**config.mk**
```make
export PLATFORM = sky130hd
export DESIGN_NAME = instr_issuer
export DESIGN_NICKNAME = d
export VERILOG_FILES = /design/src/rtl/instr_issuer.sv
export SDC_FILE = /design/constraint.sdc
export NUM_CORES = 1
export LEC_CHECK = 0
export ABC_AREA = 0
export BUFFER_PORTS_ARGS = -buffer_cell sky130_fd_sc_hd__buf_4
export CAP_MARGIN = 10
export CELL_PAD_IN_SITES_DETAIL_PLACEMENT = 0
export CELL_PAD_IN_SITES_GLOBAL_PLACEMENT = 1
export CORE_MARGIN = 3
export CORE_UTILIZATION = 49
export CTS_BUF_LIST = sky130_fd_sc_hd__clkbuf_8
export CTS_CLUSTER_DIAMETER = 60
export DETAILED_ROUTE_END_ITERATION = 16
export PLACE_DENSITY_LB_ADDON = 0.12
export SLEW_MARGIN = 40
export SYNTH_ARGS = -nofsm -noshare
export SYNTH_HDL_FRONTEND = slang
export SYNTH_SLANG_ARGS = --single-unit
```
**constraint.sdc**
```tcl
create_clock -name clk -period 3.25 [get_ports clk]
set_input_delay 0 -clock clk [delete_from_list [all_inputs] [get_ports clk]]
set_output_delay 0 -clock clk [all_outputs]
set_load 0.05 [all_outputs]
```
**src/rtl/instr_issuer.sv**
```systemverilog
`default_nettype none
// ============================================================================
// Module      : instr_issuer
// Description : Program image store that streams {opcode, op1, op2} words to
//               the CPU fetch stage over a valid/ready handshake.
// Revision    : 1.0 - initial release
// ============================================================================
module instr_issuer #(
    parameter int DEPTH = 16,
    parameter int AW    = 4
) (
    input  logic          clk,
    input  logic          reset,
    input  logic          load_en,
    input  logic [AW-1:0] load_addr,
    input  logic [17:0]   load_data,
    input  logic          start,
    input  logic          abort,
    input  logic [AW:0]   prog_len,
    output logic          issue_valid,
    output logic [1:0]    issue_opcode,
    output logic [7:0]    issue_op1,
    output logic [7:0]    issue_op2,
    input  logic          issue_ready,
    output logic          busy,
    output logic          done,
    output logic          err,
    output logic [AW:0]   issued_count
);

    localparam logic [AW:0] C_DEPTH = (AW+1)'(DEPTH);

    typedef enum logic [1:0] {
        S_IDLE  = 2'd0,
        S_ISSUE = 2'd1,
        S_DONE  = 2'd2
    } state_t;

    state_t        r_state;
    state_t        w_state_nxt;
    logic [17:0]   r_mem [DEPTH];
    logic [AW-1:0] r_pc;
    logic [AW:0]   r_len;
    logic [AW:0]   r_cnt;
    logic          r_valid;
    logic [17:0]   r_word;
    logic          r_err;

    logic          w_start_ok;
    logic          w_hs;
    logic          w_last;
    logic [AW-1:0] w_rd_addr;
    logic [17:0]   w_rd_data;

    assign w_start_ok = (prog_len != '0) && (prog_len <= C_DEPTH);
    // abort wins over a coincident handshake, so that word is not accepted
    assign w_hs       = (r_state == S_ISSUE) && r_valid && issue_ready && !abort;
    assign w_last     = ({1'b0, r_pc} == (r_len - 1'b1));
    assign w_rd_addr  = (r_state == S_IDLE) ? '0 : (r_pc + 1'b1);
    assign w_rd_data  = r_mem[w_rd_addr];

    always_comb begin
        w_state_nxt = r_state;
        case (r_state)
            S_IDLE: begin
                if (start && w_start_ok) begin
                    w_state_nxt = S_ISSUE;
                end
            end
            S_ISSUE: begin
                if (abort) begin
                    w_state_nxt = S_IDLE;
                end else if (w_hs && w_last) begin
                    w_state_nxt = S_DONE;
                end
            end
            S_DONE: begin
                w_state_nxt = S_IDLE;
            end
            default: begin
                w_state_nxt = S_IDLE;
            end
        endcase
    end

    always_ff @(posedge clk or negedge reset) begin
        if (!reset) begin
            r_state <= S_IDLE;
        end else begin
            r_state <= w_state_nxt;
        end
    end

    // Image is not reset; writes only land while idle
    always_ff @(posedge clk) begin
        if (load_en && (r_state == S_IDLE)) begin
            r_mem[load_addr] <= load_data;
        end
    end

    always_ff @(posedge clk or negedge reset) begin
        if (!reset) begin
            r_pc    <= '0;
            r_len   <= '0;
            r_cnt   <= '0;
            r_valid <= 1'b0;
            r_word  <= '0;
            r_err   <= 1'b0;
        end else begin
            r_err <= 1'b0;
            case (r_state)
                S_IDLE: begin
                    if (start) begin
                        if (w_start_ok) begin
                            r_len   <= prog_len;
                            r_pc    <= '0;
                            r_cnt   <= '0;
                            r_word  <= w_rd_data;
                            r_valid <= 1'b1;
                        end else begin
                            r_err <= 1'b1;
                        end
                    end
                end
                S_ISSUE: begin
                    if (abort) begin
                        r_valid <= 1'b0;
                    end else if (w_hs) begin
                        if (r_cnt != C_DEPTH) begin
                            r_cnt <= r_cnt + 1'b1;
                        end
                        if (w_last) begin
                            r_valid <= 1'b0;
                        end else begin
                            r_pc   <= r_pc + 1'b1;
                            r_word <= w_rd_data;
                        end
                    end
                end
                default: begin
                end
            endcase
        end
    end

    assign issue_valid  = r_valid;
    assign issue_opcode = r_word[17:16];
    assign issue_op1    = r_word[15:8];
    assign issue_op2    = r_word[7:0];
    assign busy         = (r_state == S_ISSUE);
    assign done         = (r_state == S_DONE);
    assign err          = r_err;
    assign issued_count = r_cnt;

endmodule
`default_nettype wire

```
==> summary.md <==
Time the final worst path needs with I/O delays and setup: 3.099 ns. STA classifies the critical path startpoint as a flip-flop. For the pin with the worst max-slew slack, the measured transition is 0.7674 ns.

The finished cells cover 15,810 um^2. The signal on the critical path passes through nor2_4, buf_6, and3_2, nand2_1, dlygate4sd3_1, nand2_1, dlygate4sd3_1. Port buffering added 59 buffers.

Once placement finished, the instance area stood at 14,450 um^2. The average cell area after synthesis works out to 15.67 um^2. Entering global routing, the biggest net connects 75 pins. The sort of element at the end of the critical path was a flip-flop. The core area is 26,430 um^2. Ranked by total cell area, the synthesized netlist is headed by sky130_fd_sc_hd__edfxtp_1 65%, sky130_fd_sc_hd__dfrtp_1 6.8%, sky130_fd_sc_hd__mux2i_1 5.1%, sky130_fd_sc_hd__mux4_2 3.0%, sky130_fd_sc_hd__a22oi_1 2.5%. The parity-gate share of the synthesized area counting xor and xnor cells works out to 0.9661%. The critical path is of the flip-flop to flip-flop type.

Leakage power total: 5.413 nW. Of the cells placed in the final design, the portion with a size suffix greater than 1 is 21.84%. After synthesis, the largest family of logic cells by area is compound AO/OA/AOI/OAI gates. The initial antenna violation count was 0. Setup repair after global routing left no endpoint under its margin. Among all stages on the critical path, the largest delay is contributed by sky130_fd_sc_hd__dlygate4sd3_1. The tools report the routed wire length as 34.42 mm. The largest total area in the synthesized netlist belongs to sky130_fd_sc_hd__edfxtp_1. After floorplanning, the core was divided into 59 placement rows. After global routing the overflow that remains totals 0. At the worst endpoint, the arrival time is 3.60 ns. Yosys mapped a number of flops with a built-in enable equal to 288. The complex-gate fraction of the synthesized area is 9.783%.

The global placer's final weighted congestion is 0.8169. After synthesis, the share of flip-flops with an asynchronous set or reset is 11.11%. The number of iterations in the first detailed-routing pass was 5.

For the placed wire-length estimate after detailed placement, the log shows 20.50 mm. The die is 171.0 um wide. The top cell types in the final layout, fill and taps aside, are 288 x sky130_fd_sc_hd__edfxtp_1, 103 x sky130_fd_sc_hd__buf_4, 68 x sky130_fd_sc_hd__mux2i_1, 55 x sky130_fd_sc_hd__clkbuf_8, 45 x sky130_fd_sc_hd__a22oi_1. For the number of clock buffers inserted by TritonCTS, the log shows 52. In this run the worst path has a maximum fanout of 37. The sequential area share after synthesis is 71.59%, and the normalized max-slew margin is 48.65%.

STA puts the critical path data required time at 3.75 ns. The number of buffers and inverters on the critical path is 3. Global routing used 23.83% of the available tracks across all layers. The primary flip-flop cell chosen by synthesis mapping is sky130_fd_sc_hd__edfxtp_1. The worst hold path begins at load_addr[1]. Of the post-synthesis cell area, the part taken by muxes is 8.254%. The via count of the first global-routing pass came out at 8,378. The adder-cell share of the synthesized area was 0.3752%.

After the last flow step, the layout net total stands at 1,035. The clock net in this run drives a total of 324 sinks. The total via count after detailed routing is 8,353.

The number of hold violations in the final report is 0, and the number of synthesized register bits is 324. The synthesized netlist devotes 6.763% of its cell area to simple gates. The first global-routing pass estimated 51.05 mm of wire.

Power spread over the standard cell area amounts to 694.7 nW/um^2. The most common cell after layout, fill and taps aside was sky130_fd_sc_hd__edfxtp_1. Dividing the detail-routed via count by the number of cells gives 6.097.

The tools report the cell chosen for the clock root as sky130_fd_sc_hd__clkbuf_8. Count of max-cap constraint violations: 0. For this run, design rule violations remaining after detail routing come to 0.

The run finished with clean final reports. The area of the mapped netlist was 13,340 um^2. The die covers 29,240 um^2. The largest incremental delay on the critical path was 0.56 ns.

The die is 171.0 um tall. For the clock network latency to the later pin of the worst-skew pair, the log shows 0.58 ns. The clock tree synthesis step divided the H-tree into 2 levels.

The worst-case IR drop observed on VDD is 0.4384 mV. The tools report the start point of the critical path as r_state[1]. Once detail routing completed, the nets flagged for antenna violations numbered 0. The number of setup buffers added after CTS is 0.

The top cell type by area accounts for 64.83% of the synthesized area. The family with the most delay on the worst path is buffers and inverters. The total negative slack was 0 ns. The run gives 0.01899 ns as the worst clock skew. The repair_antennas step left the layout with diodes totalling 0.

Synthesis instantiated 58 different standard cells from the library. The average wire per cell in the routed design was 25.12 um. The logs give 0 for the final-report max-slew violation count and 60 for the number of I/O pins. The clock passes through at most 3 buffers. For the synthesis warning total, the log shows 0.

Synthesis produced a netlist with a net count of 888. TritonCTS built the clock tree. The area overhead of the layout relative to synthesis was 18.53%; the CTS clock-pin slew for the worst setup and hold paths was 0.06 ns. The tools report the launch instance of the worst register-to-register path as r_state[1]. Setup violations remaining at the end of the flow were counted as 0. The synthesized instance count is 851. In this run the worst hold path is classified as input port to flip-flop.

Derived from the worst setup path, the maximum achievable clock frequency is 0.3227 GHz. For this configuration, the core starts out at a cell density of 50.47%. The starting DRC count in detailed routing is 859, and the period utilization is 95.35%.
[where the power goes]
| group | switching [mW] | internal, mW | leakage (nW) |
|---|---|---|---|
| Combinational | 1.90 | 0.994 | 1.85 |
| Sequential | 0.182 | 4.74 | 3.04 |
| Clock | 1.53 | 1.64 | 0.531 |
| Total | 3.61 | 7.37 | 5.41 |
[synthesized netlist by cell type, drive strengths merged, types with 6 or more instances]
master	n
inv	13
nand3	6
mux2i	68
nor2b	16
nand2	29
nor3	26
nor2	41
nand2b	20
dfrtp	36
a2111oi	15
clkbuf	35
a221oi	15
mux4	18
a31oi	17
o21ai	30
a21oi	25
xnor2	8
buf	19
o31ai	15
a211oi	10
and3	7
edfxtp	288
a22oi	45
[tightest hold or removal path, cell delays in order]
cell and delay (ns):
sky130_fd_sc_hd__buf_4 0.13, sky130_fd_sc_hd__nand2_1 0.18, sky130_fd_sc_hd__nor2_2 0.06, sky130_fd_sc_hd__buf_4 0.19
[registers in the layout (all words and copies together) (netlist names)]
name and count:
r_len 5, r_mem 288, r_pc 4, err 1, issue_valid 1, issued_count 5
r_state 2, r_word 18
[cell families (layout without fill, tap and decap cells)]
kind of cell             after synthesis  after routing
multiplexers                          87             87
adder cells (fa/ha/maj)                4              4
AND/OR/NAND/NOR                      168            168
AO/OA/AOI/OAI                        188            188
buffers and inverters                 67            251
XOR/XNOR                              13             13
flip-flops                           324            324
[layer usage]
metal	global-route usage [%]	share of wire, %	up-vias
li1	-	-	3681
met1	34.15	43	4263
met2	37.85	47	340
met3	3.812	7.3	69
met4	7.838	2.7	0
met5	0	0	-
[stage by stage]
stage	utilization, %	std cells	hold slack (ns)	worst slack (ns)	total power [mW]
6_report	59.82	1370	0.1764	0.1510	10.98
5_1_grt	59.82	1370	0.1592	0.01656	11.47
4_1_cts	59.81	1370	0.1319	0.06754	11.05
3_5_place_dp	54.66	1239	0.03801	0.7224	7.828
3_3_place_gp	54.64	1239	0.02193	0.7284	7.770
2_1_floorplan	-	851	-0.2956	0.1487	6.851
[final cells by class]
class | instances | area [um^2]
multi-input cells | 460 | 3592
repair buffers | 147 | 1254
fillers | 1998 | 10620
well taps | 335 | 419.2
inverters | 13 | 48.80
clock inverters | 36 | 186.4
flip-flops and latches | 324 | 9553
clock buffers | 55 | 757.0
[repair_timing]
| action | in CTS | in global routing |
|---|---|---|
| hold endpoints to repair | 371 | 0 |
| resized for setup | 0 | 1 |
| hold buffers | 40 | 0 |
| setup endpoints to repair | 0 | 2 |
[worst paths after layout]
path,to,slack [ns],cells after the start
worst max-delay path,r_len[2],0.15,7
worst min-delay path,r_mem[14][12],0.18,4
worst max register to register,r_len[2],0.15,7
worst min register to register,issued_count[4],0.58,2
max in group asynchronous,r_pc[0],2.53,4
min in group asynchronous,r_word[17],0.49,4
No activity file was read; power rests on OpenSTA's default activity.
